**src/rtl/gpio_bus_pkg.sv**
```systemverilog
// Shared field positions of the 32-bit PS GPIO word and the register map
// used by the lock-in/OPO control registers.
package gpio_bus_pkg;

  localparam int GPIO_W_CLK_BIT  = 24;
  localparam int GPIO_DATA_MSB   = 23;
  localparam int GPIO_DATA_LSB   = 16;
  localparam int GPIO_ADDR_MSB   = 15;
  localparam int GPIO_ADDR_LSB   = 0;
  localparam int GPIO_ADDR_WIDTH = 16;
  localparam int GPIO_DATA_WIDTH = 8;

  localparam int REG_USER_CNTR  = 0;
  localparam int REG_SINC_IN    = 1;
  localparam int REG_INC_IN     = 2;
  localparam int REG_MUL_SCALAR = 3;

  // A single-byte register still reserves one lane address bit.
  function automatic int lane_bits(input int width);
    int bytes;
    bytes = width / 8;
    return (bytes <= 1) ? 1 : $clog2(bytes);
  endfunction

endpackage

```
**src/rtl/gpio_sync_edge.sv**
```systemverilog
// Multi-stage synchroniser for the PS GPIO word with a rising-edge
// detector on one selected bit of the last stage.
module gpio_sync_edge #(
  parameter int WIDTH      = 32,
  parameter int STAGES     = 2,
  parameter int EDGE_BIT   = 24,
  parameter bit RESET_ONES = 1'b1
) (
  input  logic             clk,
  input  logic             rstn,
  input  logic [WIDTH-1:0] async_i,
  output logic [WIDTH-1:0] sync_o,
  output logic             write_evt_o
);

  localparam logic [WIDTH-1:0] RST_WORD = RESET_ONES ? {WIDTH{1'b1}} : {WIDTH{1'b0}};

  logic [WIDTH-1:0] stage_q [STAGES];
  logic             edge_prev_q;

  // Resetting to ones makes a strobe held high across reset look "old".
  always_ff @(posedge clk) begin
    if (!rstn) begin
      for (int s = 0; s < STAGES; s++) begin
        stage_q[s] <= RST_WORD;
      end
      edge_prev_q <= RESET_ONES;
    end else begin
      stage_q[0] <= async_i;
      for (int s = 1; s < STAGES; s++) begin
        stage_q[s] <= stage_q[s-1];
      end
      edge_prev_q <= stage_q[STAGES-1][EDGE_BIT];
    end
  end

  assign sync_o      = stage_q[STAGES-1];
  assign write_evt_o = stage_q[STAGES-1][EDGE_BIT] & ~edge_prev_q;

endmodule

```
**src/rtl/gpio_reg_bank.sv**
```systemverilog
// Byte-wide GPIO write port assembling NUM_REGS registers that commit
// atomically on their top-lane write, with readback and error counters.
module gpio_reg_bank
  import gpio_bus_pkg::*;
#(
  parameter int                   NUM_REGS    = 4,
  parameter int                   REG_WIDTH   = 32,
  parameter int                   SYNC_STAGES = 2,
  parameter logic [REG_WIDTH-1:0] RESET_VALUE = '0
) (
  input  logic                          clk,
  input  logic                          rstn,
  input  logic [31:0]                   gpio_in,
  output logic [NUM_REGS*REG_WIDTH-1:0] reg_out,
  output logic [NUM_REGS-1:0]           reg_strobe,
  output logic [7:0]                    gpio_rdata,
  output logic                          addr_err,
  output logic [7:0]                    err_count,
  output logic [15:0]                   wr_count
);

  localparam int BYTES     = REG_WIDTH / 8;
  localparam int LANE_BITS = lane_bits(REG_WIDTH);
  localparam int IDX_W     = GPIO_ADDR_WIDTH - LANE_BITS;
  localparam int SEL_W     = (NUM_REGS > 1) ? $clog2(NUM_REGS) : 1;

  logic [31:0]                  sync_word;
  logic                         write_evt;
  logic [GPIO_DATA_WIDTH-1:0]   wdata;
  logic [GPIO_ADDR_WIDTH-1:0]   waddr;
  logic [LANE_BITS-1:0]         lane;
  logic [IDX_W-1:0]             idx;
  logic [SEL_W-1:0]             rd_sel;
  logic                         idx_valid;
  logic                         is_commit;
  logic                         accept;
  logic                         reject;
  logic                         unused_sync_bits;

  gpio_sync_edge #(
    .WIDTH      (32),
    .STAGES     (SYNC_STAGES),
    .EDGE_BIT   (GPIO_W_CLK_BIT),
    .RESET_ONES (1'b1)
  ) u_sync (
    .clk         (clk),
    .rstn        (rstn),
    .async_i     (gpio_in),
    .sync_o      (sync_word),
    .write_evt_o (write_evt)
  );

  assign wdata            = sync_word[GPIO_DATA_MSB:GPIO_DATA_LSB];
  assign waddr            = sync_word[GPIO_ADDR_MSB:GPIO_ADDR_LSB];
  assign unused_sync_bits = ^sync_word[31:GPIO_W_CLK_BIT];
  assign lane             = waddr[LANE_BITS-1:0];
  assign idx              = waddr[GPIO_ADDR_WIDTH-1:LANE_BITS];
  assign rd_sel           = idx[SEL_W-1:0];
  assign idx_valid        = (idx < IDX_W'(NUM_REGS));
  assign is_commit        = (lane == LANE_BITS'(BYTES - 1));
  assign accept           = write_evt & idx_valid;
  assign reject           = write_evt & ~idx_valid;

  for (genvar gi = 0; gi < NUM_REGS; gi++) begin : g_reg
    logic [BYTES-1:0][7:0] shadow_q;
    logic [BYTES-1:0][7:0] shadow_d;
    logic [BYTES-1:0][7:0] value_q;
    logic                  strobe_q;
    logic                  hit;

    assign hit = accept && (idx == IDX_W'(gi));

    // The committed word is the shadow with the incoming lane merged in.
    always_comb begin
      shadow_d       = shadow_q;
      shadow_d[lane] = wdata;
    end

    always_ff @(posedge clk) begin
      if (!rstn) begin
        shadow_q <= '0;
        value_q  <= RESET_VALUE;
        strobe_q <= 1'b0;
      end else begin
        strobe_q <= hit && is_commit;
        if (hit) begin
          shadow_q <= shadow_d;
          if (is_commit) begin
            value_q <= shadow_d;
          end
        end
      end
    end

    assign reg_out[gi*REG_WIDTH +: REG_WIDTH] = value_q;
    assign reg_strobe[gi]                     = strobe_q;
  end

  logic [NUM_REGS-1:0][BYTES-1:0][7:0] committed;
  logic [7:0]                          rdata_d;
  logic [7:0]                          rdata_q;
  logic                                addr_err_q;
  logic [7:0]                          err_count_q;
  logic [15:0]                         wr_count_q;

  assign committed = reg_out;

  // Readback only ever exposes committed values, never the shadow.
  always_comb begin
    rdata_d = '0;
    if (idx_valid) begin
      rdata_d = committed[rd_sel][lane];
    end
  end

  always_ff @(posedge clk) begin
    if (!rstn) begin
      rdata_q     <= '0;
      addr_err_q  <= 1'b0;
      err_count_q <= '0;
      wr_count_q  <= '0;
    end else begin
      rdata_q    <= rdata_d;
      addr_err_q <= reject;
      if (reject && (err_count_q != 8'hFF)) begin
        err_count_q <= err_count_q + 8'd1;
      end
      if (accept) begin
        wr_count_q <= wr_count_q + 16'd1;
      end
    end
  end

  assign gpio_rdata = rdata_q;
  assign addr_err   = addr_err_q;
  assign err_count  = err_count_q;
  assign wr_count   = wr_count_q;

endmodule

```
**config.mk**
```make
export PLATFORM = sky130hd
export DESIGN_NAME = gpio_reg_bank
export DESIGN_NICKNAME = d
export VERILOG_FILES = /design/src/rtl/gpio_bus_pkg.sv /design/src/rtl/gpio_sync_edge.sv /design/src/rtl/gpio_reg_bank.sv
export SDC_FILE = /design/constraint.sdc
export NUM_CORES = 1
export LEC_CHECK = 0
export CAP_MARGIN = 20
export CORE_UTILIZATION = 35
export DETAILED_ROUTE_END_ITERATION = 10
export GPL_ROUTABILITY_DRIVEN = 0
export PLACE_DENSITY_LB_ADDON = 0.08
export SETUP_SLACK_MARGIN = 0.02
export SLEW_MARGIN = 5
export SYNTH_ARGS = -nofsm -noshare
export SYNTH_HDL_FRONTEND = slang
export SYNTH_SLANG_ARGS = --single-unit
```
**constraint.sdc**
```tcl
create_clock -name clk -period 5.3 [get_ports clk]
set_input_delay 0.795 -clock clk [delete_from_list [all_inputs] [get_ports clk]]
set_output_delay 0.795 -clock clk [all_outputs]
set_load 0.05 [all_outputs]
```
==> summary.md <==
| Metric | Value |
|---|---|
| Die Y | `187 microns` |
| Synth area leader | `dfxtp_1` |
| Clk network pwr share | `49.4%` |
| Most used DFF post-synth | `dfxtp_1` |
| Min Tclk post-route | `2.80 ns` |
| Top-area cell type share of the netlist area | `52.0%` |
| Flop pwr share | `47.4%` |
| Non-Filler Instances | `1768` |
| Combinational power share | `3.2%` |
| Asr flop ratio synth | `0%` |
| Setup violators final | `0` |
| Clock tree sinks | `312` |
| Fillers | `3113` |
| Reg-to-Reg Start | `u_sync.stage_q[0][38]` |
| Hold_sp | `u_sync.stage_q[0][24]` |
| I/O pins | `199` |
| MaxCap Viol Count | `0` |
| WL final | `37100 microns` |
| Initial antenna violation count | `1` |
| Die width | `187 microns` |
| CTS Buf Count | `36` |
| Fmax | `357 MHz` |
| Setup ws final | `2.50 ns` |
| DP Worst Slack | `2.28 ns` |
| Reg area | `6250 sq um` |
| CORE AREA | `33600 sq um` |
| CTS max path bufs | `3` |
| Hold-fix buffers, CTS | `0` |
| Ranking of synthesized cells by area | `dfxtp_1 52%, mux2i_1 12%, mux4_2 6.0%` |
| Crit. End Element | `register` |
| Root Buffer | `clkbuf_16` |
| Clock latency on the worst-skew pair | `0.52 ns` |
| Crit Path Category | `register to register` |
| Critical path origin | `u_sync.stage_q[0][38]` |
| Sw Ratio | `22.3%` |
| Sequence of cells on the critical path | `nor4_4, and4_1, nand3_2, buf_4, mux2i_1` |
| Crit path largest cell delay | `0.59 ns` |
| Synthesized flop and latch total | `312` |
| Largest net degree at the start of global routing | `148` |
| Post-CTS sizing | `0` |
| DRC | `0` |
| Vias per cell | `5.26` |
| Vias in the first global route | `9003` |
| Port-buffer cells | `191` |
| Synthesis-to-layout area growth | `28.4%` |
| Setup TNS after final layout | `0 ns` |
| Drt wl/cell | `21.0 microns` |
| Hold Worst Slack | `0.403 ns` |
| Final net count | `1328` |
| Starting Density | `35.7%` |
| Final Skew | `0.0192 ns` |
| Internal | `3.89 mW` |
| Layout Utilization | `45.9%` |
| Yosys warns | `0` |
| Multi-input gate area in the final layout | `5340 sq um` |
| Synthesized net count | `1184` |
| Register area share after synthesis | `52.0%` |
| Grt total ovfl | `0` |
| Delay-heaviest family, CP | `simple AND/OR/NAND/NOR gates` |
| Sw Pwr | `1.12 mW` |
| Synth unique cells | `43` |
| Leakage | `5.92 nW` |
| Peak supply drop | `0.157 mV` |
| Placed insts | `1700` |
| Buf+Inv Stages, Crit Path | `1` |
| Post-CTS setup buffer count | `0` |
| Crit-path max FO | `17` |
| Hold Crit Class | `register to register` |
| Unrepaired setup endpoints after global routing | `no` |
| Pwr/cell area | `325 nW/um^2` |
| Layout cells sized above 1 | `11.7%` |
| Crit share post-route | `52.9%` |
| Initial DRT Pass Iterations | `5` |
| Reg2reg setup slack | `2.50 ns` |
| DP HPWL | `24300 microns` |
| Worst slew margin | `35.8%` |
| CTS clock-pin slew for the worst setup and hold paths | `0.06 ns` |
| Most frequent cells in the layout | `310 x dfxtp_1, 190 x clkdlybuf4s50_1, 157 x nand2_1` |
| Area of the mapped netlist | `12000 sq um` |
| Antenna cells | `0` |
| Synth Area per Inst | `10.5 sq um` |
| Outcome | `completed` |
| H-tree depth | `2` |
| WP data arrival | `3.16 ns` |
| ANT nets after route | `0` |
| Worst setup SP type | `register` |
| Critical Path RT | `5.65 ns` |
| Post-synthesis instance total | `1148` |
| Tot GR Track Use | `20.9%` |
| CP max stage cell | `nand3_2` |
| Detailed-route via count | `9293` |
| First-pass GRT wire length | `56300 microns` |
| Cell Rows | `67` |
| CTS tree | `built` |
| Commonest non-fill, non-tap cell in the layout | `dfxtp_1` |
| DRT iter0 DRCs | `597` |
| Post-synth EDFFs | `0` |
| Final Hold Fails | `0` |
| Slew Viols, Final | `0` |
| Worst Max-Slew Pin Slew | `0.960 ns` |
| Die area | `35100 sq um` |
-- layout make-up --
class	count	share of cell area [%]
clock buffers	52	7.02
clock inverters	14	0.803
inverters	4	0.0973
multi-input cells	729	34.6
flip-flops and latches	312	40.5
well taps	448	3.63
repair buffers	209	13.3
-- synthesized netlist by cell type, types with 4 or more instances --
cell type    n
a21oi_1     17
nand2b_1    57
mux2i_1    141
buf_4        4
mux2_2       8
or3_1       11
o21ai_0     83
o211ai_1    72
and3_1       5
buf_1        5
nand2_1    157
a21o_1       8
dfxtp_1    312
mux4_2      32
nor2_1       9
nand3_1     20
clkbuf_1    84
nand4_1      9
a31o_2      21
and4_1       4
buf_2       10
nor3_1      32
nor2_2       4
and2_1       6
-- registers in the layout (all words and copies together) (netlist names) --
name,flops
addr_err,1
err_count,8
g.shadow_q,96
g.strobe_q,4
gpio_rdata,8
reg_out,128
u_sync.edge_prev_q,1
u_sync.stage_q,50
wr_count,16
-- worst paths after layout --
path / cells after the start / to
hold / removal: 1 / u_sync.stage_q[0][56]
hold reg to reg: 1 / u_sync.stage_q[0][56]
setup reg to reg: 5 / reg_out[27]
setup / recovery: 5 / reg_out[27]
-- through the flow --
| step | power, mW | instance area, sq um |
|---|---|---|
| 4_1_cts | 5.07 | 15400 |
| 5_1_grt | 5.20 | 15400 |
| 3_3_place_gp | 2.59 | 14200 |
| 2_1_floorplan | 2.52 | 12000 |
| 3_5_place_dp | 2.59 | 14200 |
| 6_report | 5.01 | 15400 |
-- worst register-to-register path: stages, from the launching register on --
cell	delay (ns)
dfxtp_1	0.32
nor4_4	0.56
and4_1	0.55
nand3_2	0.60
buf_4	0.46
mux2i_1	0.16
-- kinds of logic (layout without fill, tap and decap cells) --
logic type / after synthesis / after routing / synth area share, %
simple gates: 332 / 332 / 14.1
flops: 312 / 312 / 52.0
compound gates: 213 / 213 / 11.6
mux: 181 / 181 / 18.5
buf+inv: 107 / 279 / 3.57
fa+ha+maj: 2 / 2 / 0.208
xor+xnor: 1 / 1 / 0.0729
-- metal layers --
metal  wire, microns  up-vias  global-route usage, %
li1                -     4411                      -
met1           17000     4589                   28.6
met2           17400      240                   33.5
met3            1780       53                   3.81
met4             854        0                   6.53
met5               0        -                      0
-- power groups by stage --
stage	logic [mW]	registers, mW	clock network, mW
6_report	0.161	2.38	2.47
5_1_grt	0.172	2.38	2.65
4_1_cts	0.163	2.38	2.53
3_5_place_dp	0.162	2.43	0
3_3_place_gp	0.162	2.43	0
2_1_floorplan	0.101	2.42	0
Note: power is estimated with default switching activity, not from simulation.
